<file path="config.mk">
export PLATFORM = sky130hd
export DESIGN_NAME = resource_pool_manager
export DESIGN_NICKNAME = d
export VERILOG_FILES = /design/src/rtl/resource_pool_manager.sv
export SDC_FILE = /design/constraint.sdc
export NUM_CORES = 1
export LEC_CHECK = 0
export CAP_MARGIN = 10
export CORE_MARGIN = 8
export CORE_UTILIZATION = 40
export CTS_BUF_LIST = sky130_fd_sc_hd__clkbuf_16
export DETAILED_ROUTE_END_ITERATION = 7
export HOLD_SLACK_MARGIN = 0.03
export SLEW_MARGIN = 20
export SYNTH_ARGS = -nofsm -noshare
export SYNTH_HDL_FRONTEND = slang
export SYNTH_SLANG_ARGS = --single-unit
</file>
<file path="constraint.sdc">
create_clock -name clk -period 5.3 [get_ports clk]
set_input_delay 0.795 -clock clk [delete_from_list [all_inputs] [get_ports clk]]
set_output_delay 0.795 -clock clk [all_outputs]
set_load 0.005 [all_outputs]
</file>
<file path="src/rtl/resource_pool_manager.sv">
// resource_pool_manager
//   Holds NUM_RES independent WIDTH-bit resource pools. One consume/refill
//   request is accepted at a time over a valid/ready handshake. Each request
//   gets exactly one granted/denied response. Consumes are all-or-nothing.
//   Refills saturate at full scale. An optional periodic regeneration tick
//   adds REGEN_AMT to every pool, saturating.
//
// Ports
//   clk, reset           clock (posedge), synchronous active-high reset
//   req_valid/req_ready  request handshake; ready only while idle
//   req_sel              pool index (out-of-range index is denied)
//   req_op               0 = consume, 1 = refill
//   req_amt              amount
//   rsp_valid/rsp_ready  response handshake; rsp_* held until taken
//   rsp_ok               1 = granted/applied, 0 = denied
//   rsp_level            selected pool after the op (0 for a bad index)
//   regen_en             regeneration counter advances only while high
//   levels               all pools, pool i at [i*WIDTH +: WIDTH]
//   empty                empty[i] = (pool i == 0)
module resource_pool_manager #(
    parameter int               NUM_RES      = 3,
    parameter int               WIDTH        = 8,
    parameter logic [WIDTH-1:0] INIT_LEVEL   = {WIDTH{1'b1}},
    parameter int               REGEN_PERIOD = 16,
    parameter logic [WIDTH-1:0] REGEN_AMT    = WIDTH'(1),
    parameter int               SEL_W        = (NUM_RES > 1) ? $clog2(NUM_RES) : 1
) (
    input  logic                     clk,
    input  logic                     reset,
    input  logic                     req_valid,
    output logic                     req_ready,
    input  logic [SEL_W-1:0]         req_sel,
    input  logic                     req_op,
    input  logic [WIDTH-1:0]         req_amt,
    output logic                     rsp_valid,
    input  logic                     rsp_ready,
    output logic                     rsp_ok,
    output logic [WIDTH-1:0]         rsp_level,
    input  logic                     regen_en,
    output logic [NUM_RES*WIDTH-1:0] levels,
    output logic [NUM_RES-1:0]       empty
);

    localparam logic [1:0] IDLE = 2'd0;
    localparam logic [1:0] EXEC = 2'd1;
    localparam logic [1:0] RESP = 2'd2;

    localparam int   CNT_W    = (REGEN_PERIOD > 1) ? $clog2(REGEN_PERIOD) : 1;
    localparam int   CNT_LAST = (REGEN_PERIOD > 0) ? REGEN_PERIOD - 1 : 0;
    localparam logic REGEN_ON = (REGEN_PERIOD > 0);

    logic [1:0]       state_q, state_d;
    logic [SEL_W-1:0] sel_q, sel_d;
    logic             op_q, op_d;
    logic [WIDTH-1:0] amt_q, amt_d;
    logic [CNT_W-1:0] cnt_q, cnt_d;
    logic             rsp_ok_q, rsp_ok_d;
    logic [WIDTH-1:0] rsp_level_q, rsp_level_d;
    logic [WIDTH-1:0] pool_q [NUM_RES];
    logic [WIDTH-1:0] pool_d [NUM_RES];
    logic             tick;

    function automatic logic [WIDTH-1:0] sat_add(input logic [WIDTH-1:0] a,
                                                 input logic [WIDTH-1:0] b);
        logic [WIDTH:0] s;
        s = {1'b0, a} + {1'b0, b};
        return s[WIDTH] ? {WIDTH{1'b1}} : s[WIDTH-1:0];
    endfunction

    // Regeneration counter: wraps on the tick edge, frozen while regen_en is low.
    always_comb begin
        cnt_d = cnt_q;
        tick  = 1'b0;
        if (REGEN_ON && regen_en) begin
            if (cnt_q == CNT_W'(CNT_LAST)) begin
                cnt_d = '0;
                tick  = 1'b1;
            end else begin
                cnt_d = cnt_q + 1'b1;
            end
        end
    end

    // Control FSM, request capture and pool update.
    // On a collision the op is evaluated against the pre-tick level and its
    // result is reported; the regen increment is then layered on top.
    always_comb begin
        logic [WIDTH-1:0] lvl;
        state_d     = state_q;
        sel_d       = sel_q;
        op_d        = op_q;
        amt_d       = amt_q;
        rsp_ok_d    = rsp_ok_q;
        rsp_level_d = rsp_level_q;
        lvl         = '0;

        case (state_q)
            IDLE: begin
                if (req_valid) begin
                    state_d = EXEC;
                    sel_d   = req_sel;
                    op_d    = req_op;
                    amt_d   = req_amt;
                end
            end
            EXEC: begin
                state_d     = RESP;
                rsp_ok_d    = 1'b0;
                rsp_level_d = '0;
            end
            RESP: begin
                if (rsp_ready) begin
                    state_d = IDLE;
                end
            end
            default: state_d = IDLE;
        endcase

        for (int unsigned i = 0; i < NUM_RES; i++) begin
            lvl = pool_q[i];
            if (state_q == EXEC && sel_q == SEL_W'(i)) begin
                if (op_q) begin
                    lvl      = sat_add(lvl, amt_q);
                    rsp_ok_d = 1'b1;
                end else if (lvl >= amt_q) begin
                    lvl      = lvl - amt_q;
                    rsp_ok_d = 1'b1;
                end
                rsp_level_d = lvl;
            end
            if (tick) begin
                lvl = sat_add(lvl, REGEN_AMT);
            end
            pool_d[i] = lvl;
        end
    end

    always_ff @(posedge clk) begin
        if (reset) begin
            state_q     <= IDLE;
            sel_q       <= '0;
            op_q        <= 1'b0;
            amt_q       <= '0;
            cnt_q       <= '0;
            rsp_ok_q    <= 1'b0;
            rsp_level_q <= '0;
            for (int unsigned i = 0; i < NUM_RES; i++) begin
                pool_q[i] <= INIT_LEVEL;
            end
        end else begin
            state_q     <= state_d;
            sel_q       <= sel_d;
            op_q        <= op_d;
            amt_q       <= amt_d;
            cnt_q       <= cnt_d;
            rsp_ok_q    <= rsp_ok_d;
            rsp_level_q <= rsp_level_d;
            for (int unsigned i = 0; i < NUM_RES; i++) begin
                pool_q[i] <= pool_d[i];
            end
        end
    end

    always_comb begin
        levels = '0;
        empty  = '0;
        for (int unsigned i = 0; i < NUM_RES; i++) begin
            levels[i*WIDTH +: WIDTH] = pool_q[i];
            empty[i]                 = (pool_q[i] == '0);
        end
    end

    assign req_ready = (state_q == IDLE);
    assign rsp_valid = (state_q == RESP);
    assign rsp_ok    = rsp_ok_q;
    assign rsp_level = rsp_level_q;

endmodule

</file>
* Yosys cells after proc, flatten, opt, wreduce, memory -nomap -nowiden
Memories as Yosys holds them, arrays and structs flattened.
Cells that the tools add are included.
Widths: inputs -> output; s select.
** Cells by class
- Add/subtract/negate cells :: 10
- $lt $le $gt $ge :: 3
- Equality and inequality tests :: 7
- Multiplexer cells :: 44
- Bitwise gates (word level) :: 3
- Reduce and logical (&&, ||, !) cells :: 11
** Operator list (count)
- $mux 8 :: 25
- $add 8x1->9 const B :: 3
- $add 8x8->9 :: 3
- $ge 8x8->1 :: 3
- $logic_not 8->1 :: 3
- $sub 8x8->8 :: 3
- $mux 1 :: 15
- $pmux 2 s3 :: 1
- $add 4x1->4 const B :: 1
- $eq 2x1->1 const B :: 2
- $eq 2x2->1 const B :: 2
- $eq 4x4->1 const B :: 1
- $logic_not 2->1 :: 2
- $mux 2 :: 2
- $mux 4 :: 1
- $reduce_and 2->1 :: 2
- $reduce_bool 4->1 :: 1
- $logic_and 1x1->1 :: 3
- $or 1x1->1 :: 3
- $ne 2x1->1 const B :: 1
- $ne 2x2->1 const B :: 1
** Word-level totals
- Bits in registers :: 26
- Memory bits (writable) :: 24
- Output and inout bits :: 38
- Memories kept :: 1
** Memories
- pool_q :: depth 3, bits a word 8, rd ports 3, clocked after memory_dff 0, write ports 3, line 59 : logic [WIDTH-1:0] pool_q [NUM_RES];

* Longest topological paths before layout
Gate-level depths: netlist of run 1.
- Depth after elaboration :: 11
- Gate-level depth with buffers :: 17
- Gate-level depth less buffers :: 16

* Worst setup path after synthesis of run 1
No wires, ideal clock.
- Kind :: flip-flop to flip-flop
- Start point :: register amt_q[1]
- End point :: memory pool_q[1][5] (netlist: pool_q[0][13])
- Setup time :: 0.125 ns
- Arrival time :: 3.022 ns
- Required time :: 5.175 ns
- Slack :: 2.153 ns
- Stages on the path, launching flop included :: 12
- Buffers on the path :: 0
- Cell sequence :: dfxtp_1 -> inv_1 -> fa_1 -> nand3_1 -> nand3_1 -> a211oi_2 -> mux2_1 -> a311o_1 -> nor3_2 -> nand2b_1 -> xnor2_1 -> nand2_1
** RTL lines
- start, declared :: line 55 : logic [WIDTH-1:0] amt_q, amt_d;
- start signal, assigned :: line 154 : amt_q <= amt_d;
- end, declared :: line 59

==> results of run 1 <==
-- how the worst max path moves through the flow --
| stage | startpoint | endpoint | slack, ns |
|---|---|---|---|
| after floorplan | amt_q[1]$_SDFFE_PP0P_ | pool_q[0][13]$_SDFF_PP1_ | 2.15 |
| after global placement | amt_q[3]$_SDFFE_PP0P_ | pool_q[0][1]$_SDFF_PP1_ | 1.44 |
| after detailed placement | amt_q[3]$_SDFFE_PP0P_ | pool_q[0][1]$_SDFF_PP1_ | 1.36 |
| after CTS | amt_q[3]$_SDFFE_PP0P_ | pool_q[0][1]$_SDFF_PP1_ | 1.32 |
| after global routing | amt_q[3]$_SDFFE_PP0P_ | pool_q[0][2]$_SDFF_PP1_ | 1.06 |
| final | amt_q[3]$_SDFFE_PP0P_ | pool_q[0][1]$_SDFF_PP1_ | 1.25 |
-- cell usage in the layout (no fill, tap or decap), types with 16 or more instances in the layout --
cell type	Yosys	final
xnor2_1	24	24
inv_1	32	32
clkdlybuf4s50_1	0	53
a21oi_1	69	69
o21ai_0	33	33
nor2_1	68	68
xor2_1	16	16
a31oi_1	20	20
ha_1	52	52
nor3_1	23	23
nand2_1	78	78
dfxtp_1	50	50
nand2b_1	18	18
nand3_1	21	21
-- critical path: stages (launching register included) --
cell and delay [ns]:
dfxtp_1 0.54, inv_1 0.18, ha_1 0.53, a21oi_1 0.14, and2_1 0.21, a31oi_1 0.79, o211ai_1 0.30, o221a_2 0.36
ha_1 0.19, and2_1 0.16, o211a_2 0.16, a31oi_4 0.27, nand3_1 0.09
-- cell type report --
cell class                 count  area [um^2]  share of cell area
inverter                      35        131.4             0.02004
clock buffer                   5        125.1             0.01909
timing repair buffer          57        560.5             0.08551
clock inverter                 3        48.80            0.007444
sequential                    50         1001              0.1527
multi-input combinational    642         4458              0.6801
tap                          184        230.2             0.03512
-- registers in the layout, summed over array words and instances, names as in the netlist --
signal and flops:
amt_q 8, cnt_q 4, op_q 1, pool_q 24
rsp_level 8, rsp_ok 1, sel_q 2, state_q 2
-- stage by stage --
step                      setup slack [ns]  cells  cell area, um^2  hold slack, ns  total power, W
after global routing                 1.058    976             6555          0.5321        0.001455
after detailed placement             1.362    968             6381          0.4946       0.0009823
after CTS                            1.325    976             6555          0.5042        0.001375
after global placement               1.441    968             6381          0.4846       0.0009821
final                                1.248    976             6555          0.5028        0.001375
after floorplan                      2.153    771             5821          0.4715       0.0008337
-- kinds of logic after synthesis --
family / count (synthesis) / synth area share
and+or+nand+nor: 301 / 0.2711
AOI/OAI and AO/OA: 233 / 0.2844
buffers and inverters: 79 / 0.06212
adders and majority gates: 58 / 0.1324
DFF: 50 / 0.1720
xor gates and xnor gates: 40 / 0.06019
muxes: 10 / 0.01784
-- metal layers --
layer | part of all wire | routed length (um)
met5 | 0 | 0
met4 | 0.037 | 735
met3 | 0.059 | 1187
met2 | 0.46 | 9176
met1 | 0.45 | 8932
-- where the power goes --
| group | leakage (nW) | internal [W] | switching (W) |
|---|---|---|---|
| Sequential | 0.408 | 0.000398 | 0.0000371 |
| Clock | 0.0819 | 0.000227 | 0.000164 |
| Combinational | 1.86 | 0.000224 | 0.000326 |
==> impl_metrics.ini, run 1 <==
[sta]
layout_min_cycle_time_ns = 4.052
worst_pin_slew_ns = 1.103
final_hold_viol_count = 0
finalClockSkew_ns = 0.008985
fmax_mhz = 246.8
final.setup.tns_ns = 0
setup_viol = 0
relSlewSlack = 0.2616
setup_repair_after_global_routing_missed_its_margin = no
timing.final.crit_share = 0.7646
drv_slew = 0

[final_layout]
num-nets-final = 865
final_util = 0.4562
syn2layout_area_growth_pct = 12.62
number_of_filler_cells_placed_in_the_layout = 1450
post_route_cells_drive_above_1_share = 0.07197
antenna_cells = 0

[clock_network]
tritoncts = built
clockBufferDepth = 2
cts_inserted_buffers = 5
cts_resized = 0
path_clk_slew_ns = 0.07
clock_tree.root_cell = clkbuf_16
htree_num_levels = 2
worst_skew_pair.late_latency_ns = 0.31
cts_post_setup_buffers_inserted = 0
clock_sinks = 50
hold_fix_buffers_at_cts = 0

[logic_synthesis]
synth.largest_area_cell = dfxtp_1
synth.top_cells.by_area = dfxtp_1 (17%), ha_1 (11%), a21oi_1 (5.9%)
synth_area_per_cell_um2 = 7.549
ys_async_sr_fraction = 0
synth-edff-count = 0
prevailing_post_synth_register_cell = dfxtp_1
synth.cells.most_frequent = nand2_1 (78), a21oi_1 (69), nor2_1 (68)
ys_ff_latch = 50
ys_seq_area_frac = 0.1720
synth_top_cell_area_share = 0.1720
synth_most_common_cell = nand2_1
synth_nets = 845
synthesized_netlist_cell_count = 771
ys_warn_count = 0
synth_cell_type_count = 97
syn_area_um2 = 5821

[grt]
globalRoute.totalOverflow = 0
grt_pass1_vias = 5688
overall_global_routing_resource_usage = 0.2141
maximum_number_of_pins_on_one_net_before_global_route_repair = 45
grt_util_met3 = 0.03891
grt_antenna_before_repair = 0
grt_first_pass_wirelength_um = 31280
globalRouteMet2Util = 0.3457
top_usage_layer = met2
grt_util_met1 = 0.2718

[routing]
via_per_inst = 6.119
mean_routed_wirelength_per_cell_um = 20.52
detailroute.via_count = 5972
detailedRoute.firstIterationViolations = 541
ant_nets = 0
detailedRoute.firstPassIterationCount = 7
postRouteWirelength_um = 20030
post-route-drc-count = 0

[critical_path]
worst-endpoint-arrival_ns = 4.24
critical_path.reg2reg.startpoint = amt_q[3]$_SDFFE_PP0P_
worstPathMaxFanout = 12
reg2regPathDepth = 12
worstSetupEndpointType = flop
worst_setup_path_start_kind = flop
r2r-end = pool_q[0][1]$_SDFF_PP1_
worst_ep_required_time_ns = 5.48
worstSetupPathType = flop to flop
regToRegSetupSlack_ns = 1.25

[die]
dieWidth_um = 136.6
rows = 44
core_um2 = 14370
dieArea_um2 = 18670
initial_util = 0.4051
floorplan.die.height_um = 136.6
io-pin-count = 54

[hold_path]
timing.hold.worst_path_depth = 2
holdCritPathClass = flop to flop
worst_hold_path.endpoint = rsp_level[7]$_SDFFE_PP0P_
timing.hold.worst.start = rsp_level[7]$_SDFFE_PP0P_

[placed_design]
post-dp-hpwl_um = 15610
numPortBuffers = 53
finalWeightedCongestion = 0.9532

[job]
max_cap_viols = 0

[power]
vdd_drop_max_v = 0.0001041
p_leak_nw = 2.347
pwr_density_cell_nw_per_um2 = 209.8

[status]
outcome = completed
Power figures use the tool's default switching activity.
==> inputs of run 2 (changes only) <==
==> constraint.sdc (replaced) <==
create_clock -name clk -period 3.5 [get_ports clk]
set_input_delay 0.525 -clock clk [delete_from_list [all_inputs] [get_ports clk]]
set_output_delay 0.525 -clock clk [all_outputs]
set_load 0.005 [all_outputs]
==> impl_metrics.ini, run 2 (synthesis gave the netlist of run 1 again) <==
[status]
outcome = completed

[clock_network]
cts_post_setup_buffers_inserted = 0
cts_inserted_buffers = 5
worst_skew_pair.late_latency_ns = 0.30
htree_num_levels = 2
clock_tree.root_cell = clkbuf_16
clockBufferDepth = 2
path_clk_slew_ns = 0.07
clock_sinks = 50
tritoncts = built

[sta]
final_hold_viol_count = 0
finalClockSkew_ns = 0.005488
hold_ws_ns = 0.5020
relSlewSlack = 0.5453
setup_viol = 0
fmax_mhz = 298.3
layout_min_cycle_time_ns = 3.352
drv_slew = 0
timing.final.crit_share = 0.9577
worst_pin_slew_ns = 0.6791
final.setup.tns_ns = 0

[die]
floorplan.die.height_um = 136.6
rows = 44
core_um2 = 14370
dieArea_um2 = 18670
dieWidth_um = 136.6
io-pin-count = 54
initial_util = 0.4051

[final_layout]
mostFrequentLayoutCell = nand2_1
largest-register = pool_q
antenna_cells = 0
syn2layout_area_growth_pct = 19.80
layout.cells.most_common_list = nand2_1 (78), a21oi_1 (69), nor2_1 (66)
post_route_cells_drive_above_1_share = 0.1340
design_area_um2 = 6973
num-nets-final = 916
largest_register_ff_count = 24

[routing]
detailedRoute.firstIterationViolations = 512
post-route-drc-count = 0
detailroute.via_count = 6120
ant_nets = 0
via_per_inst = 5.959
detailedRoute.firstPassIterationCount = 5
mean_routed_wirelength_per_cell_um = 20.54
postRouteWirelength_um = 21090

[placed_design]
placement.cell_area_um2 = 6764
numPortBuffers = 53
post-dp-hpwl_um = 16370
finalWeightedCongestion = 0.9563

[critical_path]
critPathSlowestCell = ha_1
worst-endpoint-arrival_ns = 3.53
worst_ep_required_time_ns = 3.68
cp_cell_sequence = inv_1 -> ha_1 -> nand2b_1 -> a221o_1 -> a31o_2 -> a31o_1 -> nor3b_2 -> ha_1 -> and2_1 -> o211a_2 -> nand3_1 -> xor2_1 -> nand2_1
worstSetupPathType = flop to flop
worstSetupEndpointType = flop
timing.critical_path.slowest_cell_delay_ns = 0.40
critical_path.most_common_cell = ha_1
worstPathMaxFanout = 9
worst_setup_path_start_kind = flop

[grt]
grt_antenna_before_repair = 0
maximum_number_of_pins_on_one_net_before_global_route_repair = 35
overall_global_routing_resource_usage = 0.2252
grt_first_pass_wirelength_um = 32810
globalRoute.totalOverflow = 0
grt_pass1_vias = 5947

[hold_path]
holdCritPathClass = flop to flop

[job]
max_cap_viols = 0

[power]
pwr_density_cell_nw_per_um2 = 308.3
vdd_drop_max_v = 0.0002164
p_leak_nw = 2.592
[run 2: cell count changes in the layout (fill, tap and decap cells not counted), sizes merged]
cell and change:
clkinv +1, clkinvlp -1, buf +51
[run 2: cell type report]
cell class	instances	area (um^2)
Clock inverter	3	42.54
Tap cell	184	230.2
Fill cell	1438	7396
Multi-Input combinational cell	642	4498
Sequential cell	50	1002
Clock buffer	5	125.1
Timing Repair Buffer	108	943.4
Inverter	35	131.4
[run 2: per-stage QoR]
| step | std cells | utilization | total power, W | worst slack [ns] |
|---|---|---|---|---|
| floorplan | 771 | - | 0.001262 | 0.3532 |
| global placement | 1019 | 0.4707 | 0.001545 | 0.1506 |
| detailed placement | 1019 | 0.4707 | 0.001556 | 0.06305 |
| CTS | 1027 | 0.4824 | 0.002135 | 0.03800 |
| global route | 1027 | 0.4853 | 0.002263 | -0.01514 |
| finish | 1027 | 0.4853 | 0.002150 | 0.1481 |
[run 2: repair_timing]
| action | 4_1_cts | 5_1_grt |
|---|---|---|
| hold buffers | 0 | 0 |
| endpoints found under the setup margin | 0 | 18 |
| gates resized for setup | 0 | 11 |
[run 2: metal layers]
| metal | vias up | global-route usage | wire length (um) |
|---|---|---|---|
| met3 | 46 | 0.03891 | 1123 |
| met4 | 0 | 0.1098 | 865 |
| met1 | 2920 | 0.2833 | 9298 |
| li1 | 2952 | - | - |
| met5 | - | 0 | 0 |
| met2 | 202 | 0.3645 | 9804 |
[run 2: path summary, 6_finish.rpt]
kind | start | to | slack (ns) | cells after the start
setup reg to reg | amt_q[2]$_SDFFE_PP0P_ | pool_q[0][6]$_SDFF_PP1_ | 0.15 | 13
hold reg to reg | rsp_level[7]$_SDFFE_PP0P_ | rsp_level[7]$_SDFFE_PP0P_ | 0.50 | 2
hold / removal | rsp_level[7]$_SDFFE_PP0P_ | rsp_level[7]$_SDFFE_PP0P_ | 0.50 | 2
setup / recovery | amt_q[2]$_SDFFE_PP0P_ | pool_q[0][6]$_SDFF_PP1_ | 0.15 | 13
[run 2: power breakdown]
part / switching [W] / internal [W] / leakage [nW] / total (W)
clock: 0.000237 / 0.000338 / 0.0818 / 0.000575
sequential: 0.0000372 / 0.000602 / 0.409 / 0.000640
combinational: 0.000549 / 0.000387 / 2.10 / 0.000935
total: 0.000822 / 0.00133 / 2.59 / 0.00215
[run 2: critical path: cells and delay by family, from the launching register on]
kind | cells | cell delay (ns)
AND/OR/NAND/NOR | 5 | 0.78
flip-flops | 1 | 0.31
adder cells (fa/ha/maj) | 2 | 0.58
XOR/XNOR | 1 | 0.15
AO/OA/AOI/OAI | 4 | 1.16
buffers and inverters | 1 | 0.23
==> inputs of run 3 (changes only) <==
--- a/config.mk
+++ b/config.mk
@@ -7,10 +7,9 @@
 export LEC_CHECK = 0
 export CAP_MARGIN = 10
 export CORE_MARGIN = 8
-export CORE_UTILIZATION = 40
+export CORE_UTILIZATION = 37
 export CTS_BUF_LIST = sky130_fd_sc_hd__clkbuf_16
 export DETAILED_ROUTE_END_ITERATION = 7
-export HOLD_SLACK_MARGIN = 0.03
 export SLEW_MARGIN = 20
 export SYNTH_ARGS = -nofsm -noshare
 export SYNTH_HDL_FRONTEND = slang
==> impl_metrics.ini, run 3 (synthesis gave the netlist of run 1 again) <==
[status]
outcome = completed

[clock_network]
clockBufferDepth = 2
tritoncts = built
clock_tree.root_cell = clkbuf_16
worst_skew_pair.late_latency_ns = 0.30
path_clk_slew_ns = 0.07
htree_num_levels = 2
hold_fix_buffers_at_cts = 0
cts_post_setup_buffers_inserted = 0
cts_resized = 0
clock_sinks = 50
cts_inserted_buffers = 5

[sta]
final_hold_viol_count = 0
layout_min_cycle_time_ns = 3.324
relSlewSlack = 0.5419
setup_viol = 0
worst_pin_slew_ns = 0.6841
finalClockSkew_ns = 0.006467
setup_repair_after_global_routing_missed_its_margin = yes
final.setup.tns_ns = 0
timing.final.crit_share = 0.9497
drv_slew = 0
hold_ws_ns = 0.5008
fmax_mhz = 300.8

[final_layout]
mostFrequentLayoutCell = nand2_1
post_route_cells_drive_above_1_share = 0.1306
largest-register = pool_q
area.sequential_um2 = 1003
antenna_cells = 0
largest_register_ff_count = 24
multiInputGateArea_um2 = 4469
number_of_filler_cells_placed_in_the_layout = 1656
syn2layout_area_growth_pct = 19.52
layout.cells.most_common_list = nand2_1 (78), a21oi_1 (69), nor2_1 (68)
design_area_um2 = 6957
final_util = 0.4444
num-nets-final = 916

[die]
rows = 46
core_um2 = 15660
dieArea_um2 = 20000
floorplan.die.height_um = 141.4
initial_util = 0.3718
dieWidth_um = 141.4
io-pin-count = 54

[hold_path]
worst_hold_path.endpoint = rsp_level[7]$_SDFFE_PP0P_
timing.hold.worst.start = rsp_level[7]$_SDFFE_PP0P_
holdCritPathClass = flop to flop
timing.hold.worst_path_depth = 2

[power]
vdd_drop_max_v = 0.0002475
pwr_density_cell_nw_per_um2 = 293.0
p_leak_nw = 2.577
post-layout-total-power_w = 0.002038

[placed_design]
post-dp-hpwl_um = 15730
numPortBuffers = 53
finalWeightedCongestion = 0.9066
placement.cell_area_um2 = 6804

[routing]
postRouteWirelength_um = 19940
detailroute.via_count = 5976
detailedRoute.firstPassIterationCount = 5
mean_routed_wirelength_per_cell_um = 18.85
ant_nets = 0
detailedRoute.firstIterationViolations = 467
post-route-drc-count = 0
via_per_inst = 5.648

[critical_path]
reg2regPathDepth = 12
worst_setup_path_start_kind = flop
worstPathMaxFanout = 12
critical_path.reg2reg.startpoint = amt_q[3]$_SDFFE_PP0P_
r2r-end = pool_q[0][1]$_SDFF_PP1_
worstSetupEndpointType = flop
worst_ep_required_time_ns = 3.67
worst-endpoint-arrival_ns = 3.50
regToRegSetupSlack_ns = 0.18
critPathLaunch = amt_q[3]$_SDFFE_PP0P_
worstSetupPathType = flop to flop

[grt]
grt_first_pass_wirelength_um = 30940
grt_antenna_before_repair = 0
grt_pass1_vias = 5598
overall_global_routing_resource_usage = 0.1958
globalRoute.totalOverflow = 0
maximum_number_of_pins_on_one_net_before_global_route_repair = 35

[job]
max_cap_viols = 0
-- run 3: how the worst max path moves through the flow --
stage	end	slack, ns	cells after the start
final	pool_q[0][1]$_SDFF_PP1_	0.18	12
after CTS	pool_q[0][14]$_SDFF_PP1_	0.11	13
after floorplan	pool_q[0][13]$_SDFF_PP1_	0.35	11
after global placement	pool_q[0][14]$_SDFF_PP1_	0.21	12
after detailed placement	pool_q[0][14]$_SDFF_PP1_	0.12	13
after global routing	pool_q[0][23]$_SDFF_PP1_	-0.04	12
-- run 3: layout make-up --
class / count / area share
clock inverters: 2 / 0.001978
flip-flops and latches: 50 / 0.1442
repair buffers: 108 / 0.1356
well taps: 216 / 0.03885
clock buffers: 5 / 0.01799
multi-input cells: 642 / 0.6424
inverters: 35 / 0.01888
-- run 3: worst max-delay path: stages, from the launching register on --
cell and delay (ns):
dfxtp_1 0.33, inv_1 0.14, ha_1 0.55, a21oi_1 0.14, and2_1 0.20, a31oi_1 0.35, o211ai_1 0.24, o221a_2 0.35
ha_1 0.20, and2_1 0.16, o211a_2 0.16, a31oi_4 0.29, nand3_1 0.10
-- run 3: metal layers --
layer / wire [um] / track usage / share of wire / vias up
met5: 0 / 0 / 0 / -
met1: 9072 / 0.2481 / 0.45 / 2818
met3: 1129 / 0.03528 / 0.057 / 26
li1: - / - / - / 2955
met2: 9188 / 0.3283 / 0.46 / 177
met4: 553 / 0.06614 / 0.028 / 0
-- run 3: metrics by stage --
stage	setup slack [ns]	cells
finish	0.1759	1058
global route	-0.04133	1058
CTS	0.1062	1058
detailed placement	0.1230	1051
global placement	0.2089	1051
floorplan	0.3532	771
-- run 3: report_power, final --
part           switching [W]  internal (W)  total, W
sequential         0.0000352      0.000603  0.000638
combinational       0.000527      0.000383  0.000910
clock               0.000227      0.000263  0.000490
total               0.000789       0.00125   0.00204
